<file path="src/rtl/perip_bus_master.sv">
// perip_bus_master: CPU load/store to peripheral register bus initiator.
// Turns one valid/ready request into one or two word-aligned bus beats with
// lane byte-enables, then returns a single-cycle response carrying the
// aligned, size-truncated and sign/zero-extended load data.
// Optional build macro: MISALIGN_SPLIT_EN. When defined, word-crossing
// accesses are split into two beats. When undefined, they are rejected
// with rsp_err_o and never reach the bus.
module perip_bus_master #(
  parameter int ADDR_W = 6
) (
  input  logic              clk_i,
  input  logic              rst_ni,
  input  logic              req_valid_i,
  output logic              req_ready_o,
  input  logic              req_write_i,
  input  logic [31:0]       req_addr_i,
  input  logic [1:0]        req_size_i,
  input  logic              req_signed_i,
  input  logic [31:0]       req_wdata_i,
  output logic              rsp_valid_o,
  output logic [31:0]       rsp_rdata_o,
  output logic              rsp_err_o,
  output logic              bus_write_o,
  output logic [3:0]        bus_be_o,
  output logic [ADDR_W-1:0] bus_addr_o,
  output logic [31:0]       bus_wdata_o,
  input  logic [31:0]       bus_rdata_i
);

  typedef enum logic [1:0] {IDLE, BEAT0, BEAT1, RESP} state_e;

  // Lane enables over two consecutive words: size mask shifted by offset.
  function automatic logic [7:0] lane_enables(input logic [1:0] size, input logic [1:0] off);
    logic [7:0] m;
    case (size)
      2'd0:    m = 8'b0000_0001;
      2'd1:    m = 8'b0000_0011;
      default: m = 8'b0000_1111;
    endcase
    return m << off;
  endfunction

  state_e            state_q, state_d;
  logic              write_q, write_d;
  logic [1:0]        size_q, size_d;
  logic              signed_q, signed_d;
  logic [1:0]        off_q, off_d;
  logic [ADDR_W-3:0] word_q, word_d;
  logic [31:0]       wdata_q, wdata_d;
  logic [31:0]       rdata_q, rdata_d;
  logic              err_q, err_d;

  logic [7:0]  lane_en;
  logic [4:0]  sh0;
  logic [4:0]  sh1;
  logic        req_bad;
  logic [31:0] rdata_ext;
  logic        unused_ok;

  assign lane_en = lane_enables(size_q, off_q);
  assign sh0     = {off_q, 3'b000};
  // 32 - 8*off, modulo 32; only meaningful when off != 0 (a crossing access).
  assign sh1     = 5'd0 - sh0;

`ifdef MISALIGN_SPLIT_EN
  logic cross;
  assign cross     = |lane_en[7:4];
  assign req_bad   = (req_size_i == 2'd3);
  assign unused_ok = ^req_addr_i[31:ADDR_W];
`else
  logic [7:0] req_en;
  assign req_en    = lane_enables(req_size_i, req_addr_i[1:0]);
  assign req_bad   = (req_size_i == 2'd3) || (|req_en[7:4]);
  assign unused_ok = ^{req_addr_i[31:ADDR_W], lane_en[7:4]};
`endif

  // Truncate the assembled load data to the access size, then extend.
  always_comb begin
    case (size_q)
      2'd0:    rdata_ext = {{24{signed_q & rdata_q[7]}},  rdata_q[7:0]};
      2'd1:    rdata_ext = {{16{signed_q & rdata_q[15]}}, rdata_q[15:0]};
      default: rdata_ext = rdata_q;
    endcase
  end

  // State and request/data registers.
  // NOTE: sequential state uses non-blocking assignments so every register
  // samples its pre-edge value, independent of statement order.
  always_ff @(posedge clk_i or negedge rst_ni) begin
    if (!rst_ni) begin
      state_q  <= IDLE;
      write_q  <= 1'b0;
      size_q   <= 2'd0;
      signed_q <= 1'b0;
      off_q    <= 2'd0;
      word_q   <= '0;
      wdata_q  <= '0;
      rdata_q  <= '0;
      err_q    <= 1'b0;
    end else begin
      state_q  <= state_d;
      write_q  <= write_d;
      size_q   <= size_d;
      signed_q <= signed_d;
      off_q    <= off_d;
      word_q   <= word_d;
      wdata_q  <= wdata_d;
      rdata_q  <= rdata_d;
      err_q    <= err_d;
    end
  end

  // Next-state: accept in IDLE, capture read lanes during beats.
  always_comb begin
    // NOTE: every variable gets a hold default first so no path infers a latch.
    state_d  = state_q;
    write_d  = write_q;
    size_d   = size_q;
    signed_d = signed_q;
    off_d    = off_q;
    word_d   = word_q;
    wdata_d  = wdata_q;
    rdata_d  = rdata_q;
    err_d    = err_q;
    case (state_q)
      IDLE: begin
        if (req_valid_i) begin
          write_d  = req_write_i;
          size_d   = req_size_i;
          signed_d = req_signed_i;
          off_d    = req_addr_i[1:0];
          word_d   = req_addr_i[ADDR_W-1:2];
          wdata_d  = req_wdata_i;
          rdata_d  = '0;
          err_d    = req_bad;
          state_d  = req_bad ? RESP : BEAT0;
        end
      end
      BEAT0: begin
        rdata_d = bus_rdata_i >> sh0;
`ifdef MISALIGN_SPLIT_EN
        state_d = cross ? BEAT1 : RESP;
`else
        state_d = RESP;
`endif
      end
`ifdef MISALIGN_SPLIT_EN
      BEAT1: begin
        // Upper bytes come from the next word; lower bytes keep BEAT0 data.
        rdata_d = (rdata_q & ~(32'hFFFF_FFFF << sh1)) |
                  ((bus_rdata_i << sh1) & (32'hFFFF_FFFF << sh1));
        state_d = RESP;
      end
`endif
      RESP:    state_d = IDLE;
      default: state_d = IDLE;
    endcase
  end

  // Outputs decoded from registered state only.
  always_comb begin
    req_ready_o = (state_q == IDLE);
    rsp_valid_o = 1'b0;
    rsp_rdata_o = '0;
    rsp_err_o   = 1'b0;
    bus_write_o = 1'b0;
    bus_be_o    = '0;
    bus_addr_o  = '0;
    bus_wdata_o = '0;
    case (state_q)
      BEAT0: begin
        bus_write_o = write_q;
        bus_be_o    = lane_en[3:0];
        bus_addr_o  = {word_q, 2'b00};
        bus_wdata_o = wdata_q << sh0;
      end
`ifdef MISALIGN_SPLIT_EN
      BEAT1: begin
        bus_write_o = write_q;
        bus_be_o    = lane_en[7:4];
        bus_addr_o  = {word_q + (ADDR_W-2)'(1), 2'b00};
        bus_wdata_o = wdata_q >> sh1;
      end
`endif
      RESP: begin
        rsp_valid_o = 1'b1;
        rsp_err_o   = err_q;
        rsp_rdata_o = (write_q || err_q) ? 32'd0 : rdata_ext;
      end
      default: ;
    endcase
  end

endmodule

</file>
<file path="config.mk">
export PLATFORM = sky130hd
export DESIGN_NAME = perip_bus_master
export DESIGN_NICKNAME = d
export VERILOG_FILES = /design/src/rtl/perip_bus_master.sv
export SDC_FILE = /design/constraint.sdc
export NUM_CORES = 1
export LEC_CHECK = 0
export ABC_CLOCK_PERIOD_IN_PS = 1700
export CORE_MARGIN = 4
export CORE_UTILIZATION = 39
export CTS_CLUSTER_DIAMETER = 200
export DETAILED_ROUTE_END_ITERATION = 10
export GPL_ROUTABILITY_DRIVEN = 0
export PLACE_DENSITY = 0.83
export SETUP_SLACK_MARGIN = 0.3
export SLEW_MARGIN = 20
export SYNTH_ARGS = -nofsm -noshare
export SYNTH_HDL_FRONTEND = slang
export SYNTH_SLANG_ARGS = --single-unit
</file>
<file path="constraint.sdc">
create_clock -name clk_i -period 1.7 [get_ports clk_i]
set_clock_uncertainty 0.1 [all_clocks]
set_input_delay 0.34 -clock clk_i [delete_from_list [all_inputs] [get_ports clk_i]]
set_output_delay 0.34 -clock clk_i [all_outputs]
set_load 0.01 [all_outputs]
</file>
Word-level counts from Yosys, hierarchy flattened
Cells that the tools add are included.

cells by class
  bitwise operators = 2
  reduce and logical (&&, ||, !) cells = 9
  shift-type cells = 4
  mux-type cells = 16
  equality and inequality tests = 6

operators by type and width
  cell                                                                   count
  32-bit two-way mux                                                     4
  32-bit case mux with 2 select lines                                    2
  32-bit by 5-bit left shift with 32-bit output                          1
  32-bit by 5-bit >> shifter with 32-bit output                          1
  4-bit case mux with 2 select lines                                     2
  8-bit by 2-bit left shift with 4-bit output                            1
  8-bit by 2-bit left shift with 8-bit output                            1
  2-bit by 1-bit equality test with 1-bit output, second input constant  3
  2-bit zero test                                                        3
  6-bit two-way mux                                                      1
  2-bit equality test, second input constant                             2
  2-bit two-way mux                                                      2
  4-bit two-way mux                                                      1
  2-bit case mux with 2 select lines                                     1
  2-bit AND reduction                                                    2
  4-bit OR reduction                                                     1
  1-bit two-way mux                                                      3
  1-bit bitwise AND                                                      2
  1-bit logical OR                                                       2
  2-bit != test, second input constant                                   1
  2-bit nonzero test                                                     1

storage, ports and cells
  output and inout port bits = 78
  input port bits = 103
  register bits = 77
  word-level logic and storage cells = 46

Logic depth before layout (Yosys ltp)
  word-level depth = 8
  depth in mapped cells = 6
  gate-level depth less buffers = 3

Worst setup path before layout
OpenSTA, ideal clock, no wires.

  path type = register to output
  from = register off_q[0]
  to = output bus_wdata_o[24]
  cell stages (with the launch flop) = 6
  arrival = 1.383 ns
  setup slack = -0.123 ns
  cells stage by stage = dfrtp_1 -> buf_4 -> buf_2 -> buf_2 -> a211oi_1 -> a211oi_1

on the way
  longest elaborated chain between the ends = 2

RTL lines
  item                                           line  RTL
  start: declaration                             47    logic [1:0] off_q, off_d;
  start signal: assignment                       95    off_q <= 2'd0;
  start signal: assignment                       105   off_q <= off_d;
  32-bit by 5-bit left shift with 32-bit output  175   bus_wdata_o = wdata_q << sh0;
  32-bit two-way mux                             170   case (state_q)
  end: declaration                               26    output logic [31:0] bus_wdata_o,

No other way between the ends.

Final worst setup path
  from = register state_q[1]
  to = output rsp_rdata_o[17]

on the way
  longest elaborated chain between the ends = 2

RTL lines
  item                      line  RTL
  start: declaration        43    state_e state_q, state_d;
  start signal: assignment  101   state_q <= state_d;
  2-bit equality test       170
  32-bit two-way mux        170
  end: declaration          21    output logic [31:0] rsp_rdata_o,

No other way between the ends.

==> flow_summary_export.csv <==
group,metric,value,unit
clocking,cts_tree,"yes",
yosys,yosys_most_used_dff,"dfrtp_1",
floorplan,total_die_area,12700,µm²
power,totalPowerFinal,17000,µW
routing,drtPass1Iterations,5,
cells_and_area,net_count_final,747,
global_routing,grt_pass1_wl,27600,µm
power,netSwitchingFraction,0.414,
setup_path,timing.critical_path.required,1.26,ns
job,drv.max_cap_violation_count,0,
place,dp.cells,714,
sta,setup_slack,-0.662,ns
global_routing,grt_use_total,0.279,
routing,drc_errors,0,
setup_path,timing.rr.end,"write_q",
place,detailed_place.area,6730,µm²
sta,fin_hold_viols,0,
setup_path,crit_path_end_kind,"output port",
routing,finalWirelength,21100,µm
clocking,max-clock-path-buffers,2,
sta,post-route-period-util,1.39,
setup_path,regToRegSetupSlack,-0.56,ns
power,proportion_of_power_drawn_by_the_clock_network,0.090,
clocking,cts-root-buf,"clkbuf_8",
place,place.detailed.hpwl,10700,µm
sta,rsz_0062_raised_after_global_routing,"true",
floorplan,core_area,10500,µm²
yosys,synth-edff-count,0,
routing,vias,4713,
hold_path,hold_path_class,"primary input to async pin",
power,internal-power,9960,µW
sta,fmax,0.423,GHz
yosys,synth_area_leader,"dfrtp_1",
floorplan,num_rows,37,
yosys,synthArstFlopShare,1.00,
cells_and_area,finalNonFillerCells,784,
clocking,cts.sinks,77,
cells_and_area,postLayoutCellArea,8300,µm²
outcome,status,"finished with violations",
power,vdd_ir_drop_max,1.23,mV
power,seq_power_share,0.215,
routing,routed_via_density,6.01,
routing,avgRoutedWirePerCell,26.9,µm
setup_path,series_of_cell_instances_along_the_critical_path,"buf_6 > and4bb_2 > o211ai_1 > buf_4 > buf_12 > a21oi_2 > buf_2",
setup_path,arrival,1.92,ns
global_routing,gr-total-overflow,0,
global_routing,grt_pass1_vias,4867,
routing,initial_drt_markers,435,
clocking,worstSkewPairLatency,0.35,ns
sta,worst_slew_margin_rel,0.672,
clocking,clkSlewWorstSetupHoldPaths,0.09,ns
cells_and_area,drive_above_1_share,0.615,
yosys,post_synth_instance_area,4280,µm²
clocking,htree_levels,3,
yosys,netlist_instances,384,
setup_path,timing.reg2reg.worst_path_depth,11,
cells_and_area,area_growth,93.8,%
place,placement.io_buffers,152,
setup_path,critical-path-slowest-cell,"dfrtp_1",
floorplan,die_height,113,µm
sta,timing_max_transition_violations_final,0,
power,share_comb_of_total_power,0.695,
outcome,failed_checks,"setup timing",
global_routing,grt_max_degree,31,
sta,pin_slew_with_the_least_headroom_to_its_limit,0.487,ns
floorplan,boundaryPins,181,
yosys,netlist_top_cells_area,"dfrtp_1 (45%), mux2_2 (10%), mux2i_1 (7.7%)",
yosys,synth_top_area_frac,0.450,
yosys,post_synth_num_cell_types,37,
power,cellLeakagePower,0.00369,µW
yosys,mean_cell_area_of_the_mapped_netlist,11.1,µm²
yosys,ys_top_cells_by_count,"dfrtp_1 (77), mux2_2 (39), mux2i_1 (33), a21oi_1 (26), and2_1 (23)",
cells_and_area,final_util,0.789,
global_routing,antenna_found_initial,1,
yosys,ys_seq_elements,77,
yosys,synth.yosys.warnings,0,
sta,finalCriticalPeriod,2.36,ns
sta,aggregate_negative_setup_slack,-72.31,ns
setup_path,start_kind,"flip-flop",
routing,postRouteAntennaNets,0,
setup_path,reg_to_reg_startpoint,"state_q[1]",
yosys,seq_area_frac_synth,0.450,
floorplan,die-width,113,µm
yosys,post-synth-top-count-cell,"dfrtp_1",
setup_path,timing.critical_path.slowest_cell_delay,0.43,ns
power,power_switching,7030,µW
sta,finalSetupViolCount,153,
setup_path,path_class,"flip-flop to output port",
floorplan,initial_utilization,0.407,
power,power_per_cell_area,2050,nW/µm²
setup_path,cp_max_fo,8,
clocking,tritoncts.num_buffers,9,
==> repair_timing <==
item,in CTS,in global routing
pin swaps,37,23
setup endpoints to repair,153,153
hold buffers,1,0
endpoints found under the hold margin,23,0
gates cloned,11,2
gates resized for setup,475,85
buffers inserted,18,23
==> placed cells by master, fill, tap and decap left out, types with 4 or more instances in the layout <==
cell type / netlist / final
buf_6: 6 / 76
dfrtp_1: 77 / 75
clkdlybuf4s50_1: 0 / 75
buf_4: 5 / 61
mux2_4: 0 / 44
buf_2: 13 / 40
mux2i_1: 33 / 24
a21oi_2: 0 / 19
and2_4: 0 / 17
inv_1: 17 / 17
a22o_1: 16 / 16
buf_12: 0 / 16
nor2_4: 0 / 13
nor2_1: 22 / 9
o21ai_1: 0 / 9
clkbuf_8: 0 / 9
buf_16: 0 / 9
a211oi_4: 0 / 8
a211oi_2: 0 / 8
a22oi_2: 0 / 8
mux4_2: 8 / 8
a21oi_4: 0 / 7
o21ai_0: 17 / 7
mux2i_4: 0 / 7
and2_1: 23 / 6
a2bb2oi_2: 0 / 6
o22ai_2: 0 / 6
nor2b_4: 0 / 5
nor2b_2: 0 / 4
==> cells by family (layout without fill, tap and decap cells) <==
group,after synthesis,in the layout,synth area share
AO/OA/AOI/OAI,103,103,0.161
multiplexers,85,85,0.235
flip-flops,77,77,0.450
AND/OR/NAND/NOR,66,66,0.0886
buffers and inverters,52,314,0.0643
other,1,3,0.000876
==> metal layers <==
layer	up-vias	GRT usage	routed length, µm
met2	361	0.470	10400
met3	108	0.0540	1750
met4	0	0.139	1200
met1	2335	0.342	7790
li1	1909	-	-
met5	-	0	0
==> flip-flops by register name, indices dropped and copies added (netlist names) <==
register	count
word_q	4
err_q	1
write_q	1
off_q	2
rdata_q	32
size_q	2
wdata_q	32
signed_q	1
state_q	2
==> worst max path at each step <==
stage / from / to / slack, ns
floorplan: size_q[0] / rsp_rdata_o[21] / -0.08
global placement: off_q[1] / bus_wdata_o[15] / -0.55
detailed placement: off_q[1] / bus_wdata_o[0] / -0.62
CTS: off_q[1] / bus_wdata_o[22] / -0.50
global route: state_q[1] / rsp_rdata_o[17] / -0.69
finish: state_q[1] / rsp_rdata_o[17] / -0.66
==> worst max-delay path: cells and delay by family (launching register included) <==
family / cells / cell delay, ns
DFF: 1 / 0.43
buffers and inverters: 4 / 0.65
and+or+nand+nor: 1 / 0.25
AOI/OAI and AO/OA: 2 / 0.25
==> through the flow <==
step                      hold WS [ns]  worst slack [ns]
after floorplan                -0.0556           -0.0832
after global placement           0.179            -0.554
after detailed placement         0.177            -0.616
after CTS                        0.360            -0.496
after global routing             0.384            -0.689
final                            0.361            -0.662
==> layout make-up <==
cell class,instances,area (µm²)
Antenna cell,1,2.50
Clock buffer,9,124
Clock inverter,5,77.6
Fill cell,562,2210
Inverter,18,70.1
Multi-Input combinational cell,256,3010
Sequential cell,77,1930
Tap cell,136,170
Timing Repair Buffer,281,2910
Timing Repair inverter,1,6.26
==> power groups by stage <==
| stage | registers (µW) | logic, µW | clock network [µW] |
|---|---|---|---|
| 3_3_place_gp | 3270 | 7460 | 0 |
| 2_1_floorplan | 3200 | 4930 | 0 |
| 4_1_cts | 3420 | 9850 | 1480 |
| 3_5_place_dp | 3350 | 7660 | 0 |
| 6_report | 3640 | 11800 | 1530 |
| 5_1_grt | 3690 | 12200 | 1590 |
(Power assumes the default switching activity.)
